`src/rtl/cla_pkg.sv`:
```
// Bit-level carry-lookahead helpers shared by every lookahead group.
// Operands are zero-extended to 32 bits; w selects how many low bits form the group.
package cla_pkg;

  // Carry into every bit position 0..w; c[i] is built from generate/propagate terms directly, not rippled.
  function automatic logic [32:0] cla_group_carries(input logic [31:0] a, input logic [31:0] b,
                                                    input logic c0, input int w);
    logic [31:0] g;
    logic [31:0] p;
    logic [32:0] c;
    logic        term;
    g    = a & b;
    p    = a | b;
    c    = '0;
    c[0] = c0;
    for (int i = 1; i <= w; i++) begin
      term = c0;
      for (int j = 0; j < i; j++) term = term & p[j];
      c[i] = term;
      for (int j = 0; j < i; j++) begin
        term = g[j];
        for (int k = j + 1; k < i; k++) term = term & p[k];
        c[i] = c[i] | term;
      end
    end
    return c;
  endfunction

  function automatic logic [1:0] cla_group_gp(input logic [31:0] a, input logic [31:0] b, input int w);
    logic [32:0] c;
    logic        pp;
    c  = cla_group_carries(a, b, 1'b0, w);
    pp = 1'b1;
    for (int i = 0; i < w; i++) pp = pp & (a[i] | b[i]);
    return {c[w], pp};
  endfunction

  function automatic logic [31:0] cla_group_sum(input logic [31:0] a, input logic [31:0] b,
                                               input logic c0, input int w);
    logic [32:0] c;
    c = cla_group_carries(a, b, c0, w);
    return a ^ b ^ c[31:0];
  endfunction

endpackage

```
`src/rtl/cla_group.sv`:
```
// Combinational B-bit lookahead group: sum slice, group generate/propagate and carry into the MSB.
module cla_group
  import cla_pkg::*;
#(
  parameter int B = 4
) (
  input  logic [B-1:0] a_i,
  input  logic [B-1:0] b_i,
  input  logic         c_i,
  output logic [B-1:0] s_o,
  output logic         g_o,
  output logic         p_o,
  output logic         c_msb_o
);

  logic [31:0] a_ext_s;
  logic [31:0] b_ext_s;
  logic [31:0] s_ext_s;
  logic [32:0] c_ext_s;
  logic [1:0]  gp_s;
  logic        unused_s;

  if (B < 1 || B > 32) begin : g_chk_width
    $error("cla_group: B must be in 1..32");
  end

  assign a_ext_s = 32'(a_i);
  assign b_ext_s = 32'(b_i);

  // Group carries, sum and block generate/propagate
  always_comb begin
    c_ext_s = cla_group_carries(a_ext_s, b_ext_s, c_i, B);
    s_ext_s = cla_group_sum(a_ext_s, b_ext_s, c_i, B);
    gp_s    = cla_group_gp(a_ext_s, b_ext_s, B);
  end

  assign s_o      = s_ext_s[B-1:0];
  assign g_o      = gp_s[1];
  assign p_o      = gp_s[0];
  assign c_msb_o  = c_ext_s[B-1];
  assign unused_s = ^{s_ext_s, c_ext_s};

endmodule

```
`src/rtl/pipelined_cla_adder.sv`:
```
// Pipelined block carry-lookahead adder/subtractor with valid/ready flow control.
// Stage k resolves bits k*N/S .. (k+1)*N/S-1; pending operand slices and the carry travel with the beat.
module pipelined_cla_adder #(
  parameter int N = 16,
  parameter int B = 4,
  parameter int S = 2
) (
  input  logic         clk,
  input  logic         rst,
  input  logic         in_valid,
  output logic         in_ready,
  input  logic [N-1:0] x,
  input  logic [N-1:0] y,
  input  logic         cin,
  input  logic         sub,
  output logic         out_valid,
  input  logic         out_ready,
  output logic [N-1:0] sum,
  output logic         cout,
  output logic         ovf
);

  localparam int W = N / S;
  localparam int G = W / B;

  if (S < 1 || S > N / B) begin : g_chk_stages
    $error("pipelined_cla_adder: S must be in 1..N/B");
  end
  if (N % (B * S) != 0) begin : g_chk_div
    $error("pipelined_cla_adder: N must be a multiple of B*S");
  end

  logic         adv_s;
  logic [S-1:0] valid_a;
  logic [S-1:0] carry_a;
  logic [S-1:0] ovf_a;
  logic [N-1:0] sum_a [S];
  logic [N-1:0] x_a   [S];
  logic [N-1:0] y_a   [S];
  logic         unused_s;

  assign adv_s     = !valid_a[S-1] || out_ready;
  assign in_ready  = adv_s;
  assign out_valid = valid_a[S-1];
  assign sum       = sum_a[S-1];
  assign cout      = carry_a[S-1];
  assign ovf       = ovf_a[S-1];
  // Only the last stage's overflow is meaningful, and its pending operands are fully consumed
  assign unused_s  = ^{ovf_a, x_a[S-1], y_a[S-1]};

  for (genvar k = 0; k < S; k++) begin : g_stage
    logic         v_in_s;
    logic [N-1:0] x_in_s;
    logic [N-1:0] y_in_s;
    logic [N-1:0] s_in_s;
    logic         c_in_s;
    logic [G:0]   gc_s;
    logic [W-1:0] ssl_s;
    logic [G-1:0] gg_s;
    logic [G-1:0] gp_s;
    logic [G-1:0] cm_s;
    logic [N-1:0] sum_d;
    logic         valid_q;
    logic         carry_q;
    logic         ovf_q;
    logic [N-1:0] sum_q;
    logic [N-1:0] x_q;
    logic [N-1:0] y_q;
    logic         unused_s;

    // y is inverted once on entry so later stages never need the mode bit
    if (k == 0) begin : g_head
      assign v_in_s = in_valid;
      assign x_in_s = x;
      assign y_in_s = y ^ {N{sub}};
      assign s_in_s = '0;
      assign c_in_s = sub ? 1'b1 : cin;
    end else begin : g_tail
      assign v_in_s = valid_a[k-1];
      assign x_in_s = x_a[k-1];
      assign y_in_s = y_a[k-1];
      assign s_in_s = sum_a[k-1];
      assign c_in_s = carry_a[k-1];
    end

    assign gc_s[0] = c_in_s;

    for (genvar j = 0; j < G; j++) begin : g_grp
      cla_group #(.B(B)) u_grp (
        .a_i     (x_in_s[k*W + j*B +: B]),
        .b_i     (y_in_s[k*W + j*B +: B]),
        .c_i     (gc_s[j]),
        .s_o     (ssl_s[j*B +: B]),
        .g_o     (gg_s[j]),
        .p_o     (gp_s[j]),
        .c_msb_o (cm_s[j])
      );
      assign gc_s[j+1] = gg_s[j] | (gp_s[j] & gc_s[j]);
    end

    // Merge this stage's resolved slice into the travelling sum
    always_comb begin
      sum_d              = s_in_s;
      sum_d[k*W +: W]    = ssl_s;
    end

    // Stage register: shifts with the whole pipe, cleared by reset
    always_ff @(posedge clk) begin
      if (rst) begin
        valid_q <= 1'b0;
        sum_q   <= '0;
        x_q     <= '0;
        y_q     <= '0;
        carry_q <= 1'b0;
        ovf_q   <= 1'b0;
      end else if (adv_s) begin
        valid_q <= v_in_s;
        sum_q   <= sum_d;
        x_q     <= x_in_s;
        y_q     <= y_in_s;
        carry_q <= gc_s[G];
        ovf_q   <= gc_s[G] ^ cm_s[G-1];
      end
    end

    assign valid_a[k] = valid_q;
    assign carry_a[k] = carry_q;
    assign ovf_a[k]   = ovf_q;
    assign sum_a[k]   = sum_q;
    assign x_a[k]     = x_q;
    assign y_a[k]     = y_q;
    assign unused_s   = ^cm_s;
  end

endmodule
```
`config.mk`:
```
export PLATFORM = sky130hd
export DESIGN_NAME = pipelined_cla_adder
export DESIGN_NICKNAME = d
export VERILOG_FILES = /design/src/rtl/cla_pkg.sv /design/src/rtl/cla_group.sv /design/src/rtl/pipelined_cla_adder.sv
export SDC_FILE = /design/constraint.sdc
export NUM_CORES = 1
export LEC_CHECK = 0
export CORE_UTILIZATION = 40
export CTS_BUF_LIST = sky130_fd_sc_hd__clkbuf_4 sky130_fd_sc_hd__clkbuf_8
export DETAILED_ROUTE_END_ITERATION = 6
export GPL_TIMING_DRIVEN = 1
export PLACE_DENSITY = 0.68
export RECOVER_POWER = 50
export SETUP_SLACK_MARGIN = 0.1
export SYNTH_ARGS = -nofsm -noshare
export SYNTH_HDL_FRONTEND = slang
export SYNTH_SLANG_ARGS = --single-unit
```
`constraint.sdc`:
```
create_clock -name clk -period 3.7 [get_ports clk]
set_clock_uncertainty 0.15 [all_clocks]
set_input_delay 0.74 -clock clk [delete_from_list [all_inputs] [get_ports clk]]
set_output_delay 0.74 -clock clk [all_outputs]
set_load 0.02 [all_outputs]
```
# == After elaboration in Yosys (flattened, before gate mapping) ==
# Cells that the tools add are included.
# totals
regBits,61
latch_bits,0
ramBits,0
mem_bits_ro,0
in_bits,38
out_inout_bits,20
elab_cells,138
memories,0
# classes
add_sub_neg,0
mul,0
div,0
order_cmp,0
n_eq_ne,0
shift,0
n_mux,1
bitwise,126
n_reduce_logical,2
# ops
op,n
$or A1 B1 Y1,56
$and A1 B1 Y1,52
$xor A4 B4 Y4,8
$and A4 B4 Y4,4
$or A4 B4 Y4,4
$xor A16 B16 Y16,1
$logic_not A1 Y1,1
$logic_or A1 B1 Y1,1
$mux W1,1
$xor A1 B1 Y1,1

# == Logic depth before layout (Yosys ltp) ==
# logic_depth
depth_word,16
mapped_depth,13
depth_no_buf,11

# == Cells and area by module ==
# A second synthesis with hierarchy kept.
# unflattened
hier_cells,366
hier_area_um2,2947.8
# by_module_without_submodules
module,n_inst,cells_per_inst,area_per_inst_um2
pipelined_cla_adder,1,212,1794.2
cla_group (g_stage[0].g_grp[0].u_grp ...),3,38,286.5
cla_group (g_stage[1].g_grp[1].u_grp),1,40,294.0

# == Worst setup path before layout ==
# OpenSTA, ideal clock, no wires.
# synth_timing
kind,in2reg
from,in sub
to,reg g_stage[0].sum_q[5]
arrival_ns,3.075
required_time_ns,3.480
path_slack_ns,0.405
stages,12
n_path_buf,2
cell_sequence,buf_2 -> buf_2 -> xor2_1 -> inv_1 -> ha_1 -> o311a_1 -> o21bai_1 -> a21oi_1 -> fa_1 -> xnor2_1 -> nand2_1 -> a21oi_1
# synth_via
elab_chain_len,12
# synth_lines
item,line_no,rtl
start: declaration,pipelined_cla_adder.sv:15,"input logic sub,"
$xor A16 B16 Y16,pipelined_cla_adder.sv:75,assign y_in_s = y ^ {N{sub}};
$and A4 B4 Y4 or $or A4 B4 Y4 (tied branches),n/a,
$and A1 B1 Y1 (3 in series),n/a,
$or A1 B1 Y1 (3 in series),cla_pkg.sv:23,c[i] = c[i] | term;
$or A1 B1 Y1,pipelined_cla_adder.sv:98,assign gc_s[j+1] = gg_s[j] | (gp_s[j] & gc_s[j]);
$and A1 B1 Y1,n/a,
$or A1 B1 Y1,n/a,
$xor A4 B4 Y4 (*),cla_pkg.sv:42,return a ^ b ^ c[31:0];
end signal: assignment,pipelined_cla_adder.sv:118,sum_q <= sum_d;
end: declaration,pipelined_cla_adder.sv:66,logic [N-1:0] sum_q;
# Every way passes the cells marked *; elsewhere a longest branch is shown, timed or not.
# A chain may end at the register's enable or synchronous reset.

# == Worst setup path after layout ==
# Same ends and word-level chain as after synthesis.

==> results.sh <==
export IMPL_worst_ir_drop_vdd_mv=0.1963
export IMPL_power_per_cell_area_mw_per_mm2=360.9
export IMPL_critPathCaptureType="register"
export IMPL_power_total_uw=1224
export IMPL_worstHoldPathCells=2
export IMPL_reg2reg_to="sum[15]"
export IMPL_number_of_antenna_violations_at_the_first_check_in_global_routing=0
export IMPL_max_clock_freq_mhz=302.8
export IMPL_layout_drive_gt1_share_pct=4.533
export IMPL_cells_along_the_critical_path="clkdlybuf4s50_1, xor2_1, inv_1, ha_1, o311a_1, o21bai_1, a21oi_1, fa_1, xnor2_1, nand2_1, a21oi_1"
export IMPL_syn_to_final_growth_pct=24.54
export IMPL_drt_wirelength_mm=5.436
export IMPL_required_ns=3.77
export IMPL_number_of_routed_nets_with_antenna_violations=0
export IMPL_grt_pass1_wl_mm=9.873
export IMPL_synth_top_flop_cell="sky130_fd_sc_hd__dfxtp_1"
export IMPL_holdCritStartpoint="sum[5]"
export IMPL_effective_utilization_at_floorplan_pct=42.15
export IMPL_portBuffers=57
export IMPL_use_met2_pct=29.64
export IMPL_fp_dieArea_mm2=0.007140
export IMPL_synthArstFlopShare_pct=0
export IMPL_cts_hold_buffers_added=0
export IMPL_worstMarginPinSlew_ns=1.751
export IMPL_grt_total_usage_pct=17.03
export IMPL_avgRoutedWirePerCell_um=12.03
export IMPL_violations="design-rule violations, max-capacitance violations, max-slew violations"
export IMPL_grt_pass1_vias=2231
export IMPL_worstPathArrival_ns=3.38
export IMPL_r2r_start="out_valid"
export IMPL_cts_buffers_inserted=5
export IMPL_vias_after_detailed_routing=2176
export IMPL_ys_types=36
export IMPL_worst_rel_slew_slack_pct=-16.75
export IMPL_synth_top_family_by_area="adder cells"
export IMPL_synth_compound_gate_area_share_pct=16.08
export IMPL_globalRouteOverflowTotal=0
export IMPL_groute_layer_met3_usage_pct=3.048
export IMPL_rows=29
export IMPL_reg2reg_depth=6
export IMPL_crit_path_max_fanout=3
export IMPL_terminating_pin_of_the_worst_hold_path="sum[5]"
export IMPL_synth_seq_area_share_pct=33.09
export IMPL_grt_start_max_net_pins=53
export IMPL_finalWorstPathRequiredPeriod_ns=3.302
export IMPL_floorplan_core_area_mm2=0.006459
export IMPL_postCtsSetupRepairBufs=0
export IMPL_dpl_hpwl_mm=3.948
export IMPL_final_core_util_pct=52.50
export IMPL_finalWeightedCongestion=0.7163
export IMPL_fin_nets=448
export IMPL_timing_final_max_slew_violations=41
export IMPL_rsz0062_at_grt="false"
export IMPL_dr_first_iter_drc_count=155
export IMPL_die_h_um=84.50
export IMPL_ys_warn_count=0
export IMPL_setup_viol=0
export IMPL_ctsRootBufferMaster="sky130_fd_sc_hd__clkbuf_8"
export IMPL_vias_per_cell=4.814
export IMPL_setup_tns_ns=0
export IMPL_gate_count_post_synth=324
export IMPL_max_cap_violations=1
export IMPL_yosys_top_cells_area="sky130_fd_sc_hd__dfxtp_1, sky130_fd_sc_hd__ha_1, sky130_fd_sc_hd__nand2_1"
export IMPL_slowest_stage_delay_on_critical_path_ns=0.54
export IMPL_total_leakage_power_uw=0.001512
export IMPL_synth_xor_xnor_area_share_pct=7.399
export IMPL_crit_top_cell="sky130_fd_sc_hd__a21oi_1"
export IMPL_postSynthRegisterBits=45
export IMPL_crit_path_top_delay_cell="sky130_fd_sc_hd__clkdlybuf4s50_1"
export IMPL_mappedNetlistNets=398
export IMPL_finalHoldViolations=0
export IMPL_post_synth_fa_ha_maj_area_fraction_pct=17.65
export IMPL_cts_repair_resized=0
export IMPL_syn_avg_cell_area_um2=8.403
export IMPL_boundaryPins=58
export IMPL_cts_tree="built"
export IMPL_ctsHtreeMaxLevel=2
export IMPL_final_setup_worst_slack_ns=0.3979
export IMPL_cts_reportedPaths_clkPinSlew_ns=0.08
export IMPL_synth_enable_flop_cells=0
export IMPL_post_route_drc=3
export IMPL_worst_hold_path_type="reg -> reg"
export IMPL_netlist_area_leader_share_pct=33.09
export IMPL_die_width_um=84.50
export IMPL_maximum_clock_path_buffer_count=2
export IMPL_antenna_cells=0
export IMPL_synth_largest_area_cell="sky130_fd_sc_hd__dfxtp_1"
export IMPL_synthSimpleGateAreaFrac_pct=16.04
export IMPL_final_area_mm2=0.003391
export IMPL_synthesis_area_mm2=0.002723
export IMPL_postPlaceCellArea_mm2=0.003318
export IMPL_grt_use_met1_pct=21.87
export IMPL_place_worst_setup_slack_ns=0.1053
export IMPL_clock_sinks=45
export IMPL_result_of_the_run="complete, but fails checks"
export IMPL_timing_setup_critical_path_class="in -> reg"
export IMPL_yosys_mux_area_fraction_pct=0
export IMPL_worstSetupStartpointType="primary input"
export IMPL_grt_busiest_layer="met2"
export IMPL_clkLatencyLatePin_ns=0.30
export IMPL_reg2reg_slack_ns=0.99
export IMPL_fin_crit_sh_pct=89.25
export IMPL_drt_pass_1_iters=7
-- Yosys cell counts, types with 2 or more instances --
library cell	count
sky130_fd_sc_hd__a2111o_1	2
sky130_fd_sc_hd__a211oi_1	15
sky130_fd_sc_hd__a21oi_1	25
sky130_fd_sc_hd__buf_2	2
sky130_fd_sc_hd__clkbuf_1	12
sky130_fd_sc_hd__clkbuf_8	3
sky130_fd_sc_hd__dfxtp_1	45
sky130_fd_sc_hd__fa_1	4
sky130_fd_sc_hd__ha_1	32
sky130_fd_sc_hd__inv_1	45
sky130_fd_sc_hd__nand2_1	46
sky130_fd_sc_hd__nand2b_1	5
sky130_fd_sc_hd__nand3_1	4
sky130_fd_sc_hd__nand3b_1	7
sky130_fd_sc_hd__nor2_1	22
sky130_fd_sc_hd__nor2b_1	2
sky130_fd_sc_hd__nor3_1	2
sky130_fd_sc_hd__nor3b_1	2
sky130_fd_sc_hd__o211ai_1	4
sky130_fd_sc_hd__o21ai_0	5
sky130_fd_sc_hd__o21bai_1	2
sky130_fd_sc_hd__or3_1	3
sky130_fd_sc_hd__xnor2_1	8
sky130_fd_sc_hd__xor2_1	15
-- flip-flops by register name (all words and copies together) (netlist names), 8 cells and up --
signal / flops
g_stage.x_q: 8
sum: 16
g_stage.y_q: 8
g_stage.sum_q: 8
-- routing by layer --
metal / routed length (um) / part of all wire (%) / vias to the layer above
li1: - / - / 1149
met1: 2650 / 49 / 979
met2: 2515 / 46 / 44
met3: 215 / 4.0 / 4
met4: 54 / 0.99 / 0
met5: 0 / 0 / -
-- through the flow --
stage / instances / hold WS (ns)
finish: 452 / 0.3026
global route: 452 / 0.3198
CTS: 452 / 0.3056
detailed placement: 444 / 0.2954
global placement: 444 / 0.2892
floorplan: 324 / 0.2821
-- where the power goes --
part           switching, uW  internal, uW
Combinational            173           173
Sequential              31.0           539
Clock                    169           139
Total                    373           850
-- final cells by class --
class | instances | area (um2)
Tap cell | 77 | 96.34
Inverter | 45 | 168.9
Timing Repair Buffer | 60 | 581.8
Sequential cell | 45 | 900.9
Fill cell | 621 | 3068
Multi-Input combinational cell | 217 | 1556
Clock inverter | 2 | 10.01
Clock buffer | 6 | 76.32
-- kinds of logic after synthesis --
kind of cell    Yosys count
compound gates           62
xor+xnor                 23
buf+inv                  62
flops                    45
fa+ha+maj                36
simple gates             96
-- layout by cell type, fill, tap and decap left out, drive strengths merged, types with 2 or more instances in the layout --
| cell type | netlist | layout |
|---|---|---|
| fa | 4 | 4 |
| nor2 | 23 | 23 |
| nand3b | 7 | 7 |
| a211oi | 15 | 15 |
| nand2 | 46 | 46 |
| xnor2 | 8 | 8 |
| a21oi | 25 | 25 |
| clkinv | 0 | 2 |
| or3 | 4 | 4 |
| xor2 | 15 | 15 |
| inv | 45 | 45 |
| dfxtp | 45 | 45 |
| o211ai | 4 | 4 |
| a2111oi | 2 | 2 |
| ha | 32 | 32 |
| dlygate4sd3 | 0 | 7 |
| clkdlybuf4s50 | 0 | 49 |
| nand2b | 5 | 5 |
| clkbuf | 15 | 8 |
| buf | 2 | 2 |
| a2111o | 2 | 2 |
| nor3 | 2 | 2 |
| nor2b | 2 | 2 |
| o21bai | 2 | 2 |
| nand3 | 4 | 4 |
| a21o | 2 | 2 |
| nor3b | 2 | 2 |
| o21ai | 5 | 5 |
-- critical path: cells and delay by family --
family | cells | cell delay (ns)
AND/OR/NAND/NOR | 1 | 0.07
AO/OA/AOI/OAI | 4 | 0.96
buffers and inverters | 2 | 0.63
XOR/XNOR | 2 | 0.36
adder cells (fa/ha/maj) | 2 | 0.60
-- how the worst max path moves through the flow --
stage | from | to | slack, ns | depth (start not counted)
global route | sub | g_stage[0].sum_q[5] | 0.19 | 11
finish | sub | g_stage[0].sum_q[5] | 0.40 | 11
global placement | sub | g_stage[0].sum_q[5] | 0.20 | 11
detailed placement | sub | g_stage[0].sum_q[7] | 0.11 | 9
CTS | sub | g_stage[0].sum_q[7] | 0.44 | 9
floorplan | sub | g_stage[0].sum_q[5] | 0.40 | 12
No activity file was read; power rests on OpenSTA's default activity.
==> variant 1: new RTL, same flow settings <==
`N`: 16 -> 32.
--- a/src/rtl/pipelined_cla_adder.sv
+++ b/src/rtl/pipelined_cla_adder.sv
@@ -1,7 +1,7 @@
 // Pipelined block carry-lookahead adder/subtractor with valid/ready flow control.
 // Stage k resolves bits k*N/S .. (k+1)*N/S-1; pending operand slices and the carry travel with the beat.
 module pipelined_cla_adder #(
-  parameter int N = 16,
+  parameter int N = 32,
   parameter int B = 4,
   parameter int S = 2
 ) (
Ports: changed (resized sum, x and y); port bits go from 58 to 106. No check against the original RTL was run, so the function may have changed too.
==> variant 1 against the unedited design <==
The flow finishes with violations (max-capacitance violations, max-slew violations). Sequential cell count rose by 40. Core utilization shrank 0.46 points. Wire length grew 120%. Cell area rose by 96%. Via count is 98% higher. Total power grew 100%. Clock power up 100%. Setup slack gained 0.054 ns. Global-route usage is 0.83 points higher. Area after synthesis is 94% higher. Register-to-register slack worse by 0.06 ns. Largest cell class unchanged. Highest routed layer unchanged.
==> variant 1: results (changes against the unedited design) <==
DR WL met2 - 5301 um (was 2515 um)
Post-synth top cells - nand2_1 (101), dfxtp_1 (85), inv_1 (81) (was nand2_1 (46), dfxtp_1 (45), inv_1 (45))
Largest register FFs - 32 (was 16)
GP Congestion - 0.8268 (was 0.7163)
number of global-route vias before repair - 4163 (was 2231)
layout cells sized above 1 - 5.699% (was 4.533%)
failing checks - max-capacitance violations, max-slew violations (was design-rule violations, max-capacitance violations, max-slew violations)
nets@finish - 874 (was 448)
Worst Path Arrival - 3.35 ns (was 3.38 ns)
max-slew violation count - 99 (was 41)
top post-synthesis cells by area - dfxtp_1 (32%), ha_1 (15%), nand2_1 (7.2%), a21oi_1 (6.0%), inv_1 (5.7%) (was dfxtp_1 (33%), ha_1 (15%), nand2_1 (6.3%), inv_1 (6.2%), xor2_1 (4.8%))
Crit Path Max Fanout - 98 (was 3)
aggregate global-route resource usage - 17.87% (was 17.03%)
IO buf count - 105 (was 57)
Seq power - 1.09 mW (was 0.570 mW)
critical path's top delay family - buffers and inverters (was compound AO/OA/AOI/OAI gates)
status - finished, violations left (unchanged)
CP peak stage delay - 1.38 ns (was 0.54 ns)
Sw Ratio - 32.06% (was 30.50%)
final-layout fill cell count - 1198 (was 621)
initial detailed-routing violation count - 267 (was 155)
MaxCap Viol Count - 1 (unchanged)
crit path max-delay cell type - clkbuf_2 (was clkdlybuf4s50_1)
first-pass GRT wire length - 18950 um (was 9873 um)
TritonCTS Buffers - 9 (was 5)
Metal-1 WL - 5836 um (was 2650 um)
largest net degree at the start of global routing - 99 (was 53)
-- variant 1: cell count changes in the layout (fill, tap and decap cells not counted), sizes merged, moves of 6 or more --
cell,delta
nand2,+56
xor2,+15
o21ai,+6
ha,+32
xnor2,+12
dfxtp,+40
nand3b,-6
inv,+37
clkbuf,+6
a211oi,+12
a21oi,+39
clkdlybuf4s50,+32
dlygate4sd3,+15
nor2,+24
-- variant 1: path summary, 6_finish.rpt --
check,start,end,slack (ns),cells after the start
min reg2reg,sum[8],sum[8],0.30,2
max reg2reg,out_valid,g_stage[0].sum_q[6],0.93,5
max,out_ready,g_stage[0].sum_q[6],0.45,6
min,sum[8],sum[8],0.30,2
-- variant 1: cells by family after synthesis --
| kind of cell | synth area share (%) |
|---|---|
| and+or+nand+nor | 15.30 |
| AOI/OAI and AO/OA | 17.72 |
| buffers and inverters | 8.183 |
| DFF | 32.17 |
| adders and majority gates | 18.16 |
| xor gates and xnor gates | 8.278 |
| muxes | 0.1892 |
-- variant 1: cell type report --
cell class / instances / area [um2] / area share, %
repair buffers: 110 / 1074 / 16.15
inverters: 81 / 304.0 / 4.574
multi-input cells: 445 / 3163 / 47.58
clock buffers: 12 / 158.9 / 2.390
well taps: 172 / 215.2 / 3.237
clock inverters: 4 / 31.28 / 0.4705
flip-flops and latches: 85 / 1702 / 25.60
-- variant 1: per-stage QoR --
stage	power [mW]	worst slack [ns]	area, um2	cells
after detailed placement	1.865	0.09079	6475	893
after global placement	1.846	0.1525	6475	893
after CTS	2.496	0.4706	6665	909
after floorplan	1.579	0.1607	5290	644
final	2.458	0.4516	6648	909
after global routing	2.611	0.1789	6648	909
-- variant 1: routing by layer --
layer	up-vias	global-route usage, %
li1	2263	-
met1	1947	23.71
met2	88	29.19
met3	15	2.729
met4	0	7.089
met5	-	0
==> variant 2: new RTL, same flow settings <==
Without the edit above. Put a register stage on the output `ovf`, cleared by the reset. The value now appears one clock later. The other outputs are not delayed to match.
--- a/src/rtl/pipelined_cla_adder.sv
+++ b/src/rtl/pipelined_cla_adder.sv
@@ -44,7 +44,13 @@
   assign out_valid = valid_a[S-1];
   assign sum       = sum_a[S-1];
   assign cout      = carry_a[S-1];
-  assign ovf       = ovf_a[S-1];
+  always_ff @(posedge clk) begin
+    if (rst) begin
+      ovf <= '0;
+    end else begin
+      ovf <= ovf_a[S-1];
+    end
+  end
   // Only the last stage's overflow is meaningful, and its pending operands are fully consumed
   assign unused_s  = ^{ovf_a, x_a[S-1], y_a[S-1]};
 
Formal check against the unedited RTL: not equivalent (a bounded check fails within 4 cycles, from zero or initial values and one cycle with rst high).
==> variant 2 against the unedited design <==
The flow still finishes with violations (design-rule violations, max-capacitance violations, max-slew violations). Die area rose by 1.4%. Setup slack improved by 0.053 ns. Largest power group unchanged. Area after synthesis rose by 1.4%. Cell area rose by 1.7%. Sequential cell count rose by 1. Total power rose by 1.7%. Non-clock buffer count rose by 1. Wire length fell by 2.3%.
==> variant 2: results (changes against the unedited design) <==
r2r startpoint - g_stage[0].x_q[8] (was out_valid)
leakage power - 1.526 nW (was 1.512 nW)
Post-synth top cells - dfxtp_1 (46), nand2_1 (46), inv_1 (45) (was nand2_1 (46), dfxtp_1 (45), inv_1 (45))
Hold Path Origin - sum[8] (was sum[5])
Worst-Margin Slew - 2.187 ns (was 1.751 ns)
area of the multi-input gates - 1572 um2 (was 1556 um2)
FFs & Latches - 46 (was 45)
met3 WL post-DR - 262 um (was 215 um)
post-synthesis compound-gate area fraction - 15.90% (was 16.08%)
Seq power - 0.581 mW (was 0.570 mW)
combinational share of power - 27.7% (was 28.2%)
post-layout worst setup margin - 0.4509 ns (was 0.3979 ns)
Synth Area in Adders - 17.40% (was 17.65%)
max-slew violation count - 54 (was 41)
Residual DRC - 1 (was 3)
Post-Syn Nets - 401 (was 398)
final-layout fill cell count - 619 (was 621)
Worst Path Arrival - 3.19 ns (was 3.38 ns)
Total Power - 1.245 mW (was 1.224 mW)
Worst Hold Path EP - sum[8] (was sum[5])
status - finished, violations left (unchanged)
first-pass GRT wire length - 9466 um (was 9873 um)
met2 Use GR - 28.08% (was 29.64%)
largest net degree at the start of global routing - 54 (was 53)
top post-synthesis cells by area - dfxtp_1 (33%), ha_1 (14%), nand2_1 (6.3%), inv_1 (6.1%), xor2_1 (4.8%) (was dfxtp_1 (33%), ha_1 (15%), nand2_1 (6.3%), inv_1 (6.2%), xor2_1 (4.8%))
R2R Setup Slk - 1.18 ns (was 0.99 ns)
max layer used - met4 (unchanged)
nets@finish - 451 (was 448)
aggregate global-route resource usage - 16.15% (was 17.03%)
Metal-1 WL - 2526 um (was 2650 um)
NetSw - 0.3694 mW (was 0.3732 mW)
final wirelength - 5312 um (was 5436 um)
GR Layer Usage met3 - 3.405% (was 3.048%)
layout cells sized above 1 - 5.291% (was 4.533%)
Clock Network Area Fraction - 2.759% (was 2.546%)
R2R depth - 7 (was 6)
R2R Path End - g_stage[1].ovf_q (was sum[15])
sequential share of the synthesized area - 33.35% (was 33.09%)
MaxCap Viol Count - 1 (unchanged)
FF/Latch Area - 920.9 um2 (was 900.9 um2)
Non-clock buffer share - 17.24% (was 17.16%)
VDD IR-drop max - 0.1431 mV (was 0.1963 mV)
Crit Path Max Fanout - 4 (was 3)
worst min path class - reg2reg (unchanged)
Synth Area in XOR/XNOR - 7.295% (was 7.399%)
initial antenna violation count - 0 (unchanged)
via count - 2217 (was 2176)
multi-input gates - 218 (was 217)
GP Congestion - 0.7807 (was 0.7163)
DR WL met2 - 2458 um (was 2515 um)
failing checks - design-rule violations, max-capacitance violations, max-slew violations (unchanged)
initial detailed-routing violation count - 96 (was 155)
DP Worst Slack - 0.1402 ns (was 0.1053 ns)
non-clock buffer count - 61 (was 60)
Global Route met1 Usage - 19.95% (was 21.87%)
==> variant 2: changes by cell type after synthesis <==
| cell | before | now |
|---|---|---|
| a21o_2 | 1 | 2 |
| dfxtp_1 | 45 | 46 |
| a21o_1 | 1 | 0 |
| buf_6 | 0 | 1 |
| nor2b_1 | 2 | 3 |
==> variant 2: per-stage QoR <==
stage          area [um2]  hold WS, ns  std cells  util, %
5_1_grt              3447       0.3275        455    53.07
3_5_place_dp         3353       0.2953        447    51.63
3_3_place_gp         3353       0.2906        447    51.63
2_1_floorplan        2761       0.2821        327        -
6_report             3447       0.3019        455    53.07
4_1_cts              3448       0.3076        455    53.09
==> variant 2: critical path, stage by stage <==
cell and delay (ns):
clkdlybuf4s50_1 0.58, xor2_1 0.21, inv_1 0.10, ha_1 0.18, o311a_1 0.38, o21bai_1 0.21
a21oi_1 0.12, fa_1 0.41, xnor2_1 0.14, nand2_1 0.06, a21oi_1 0.06
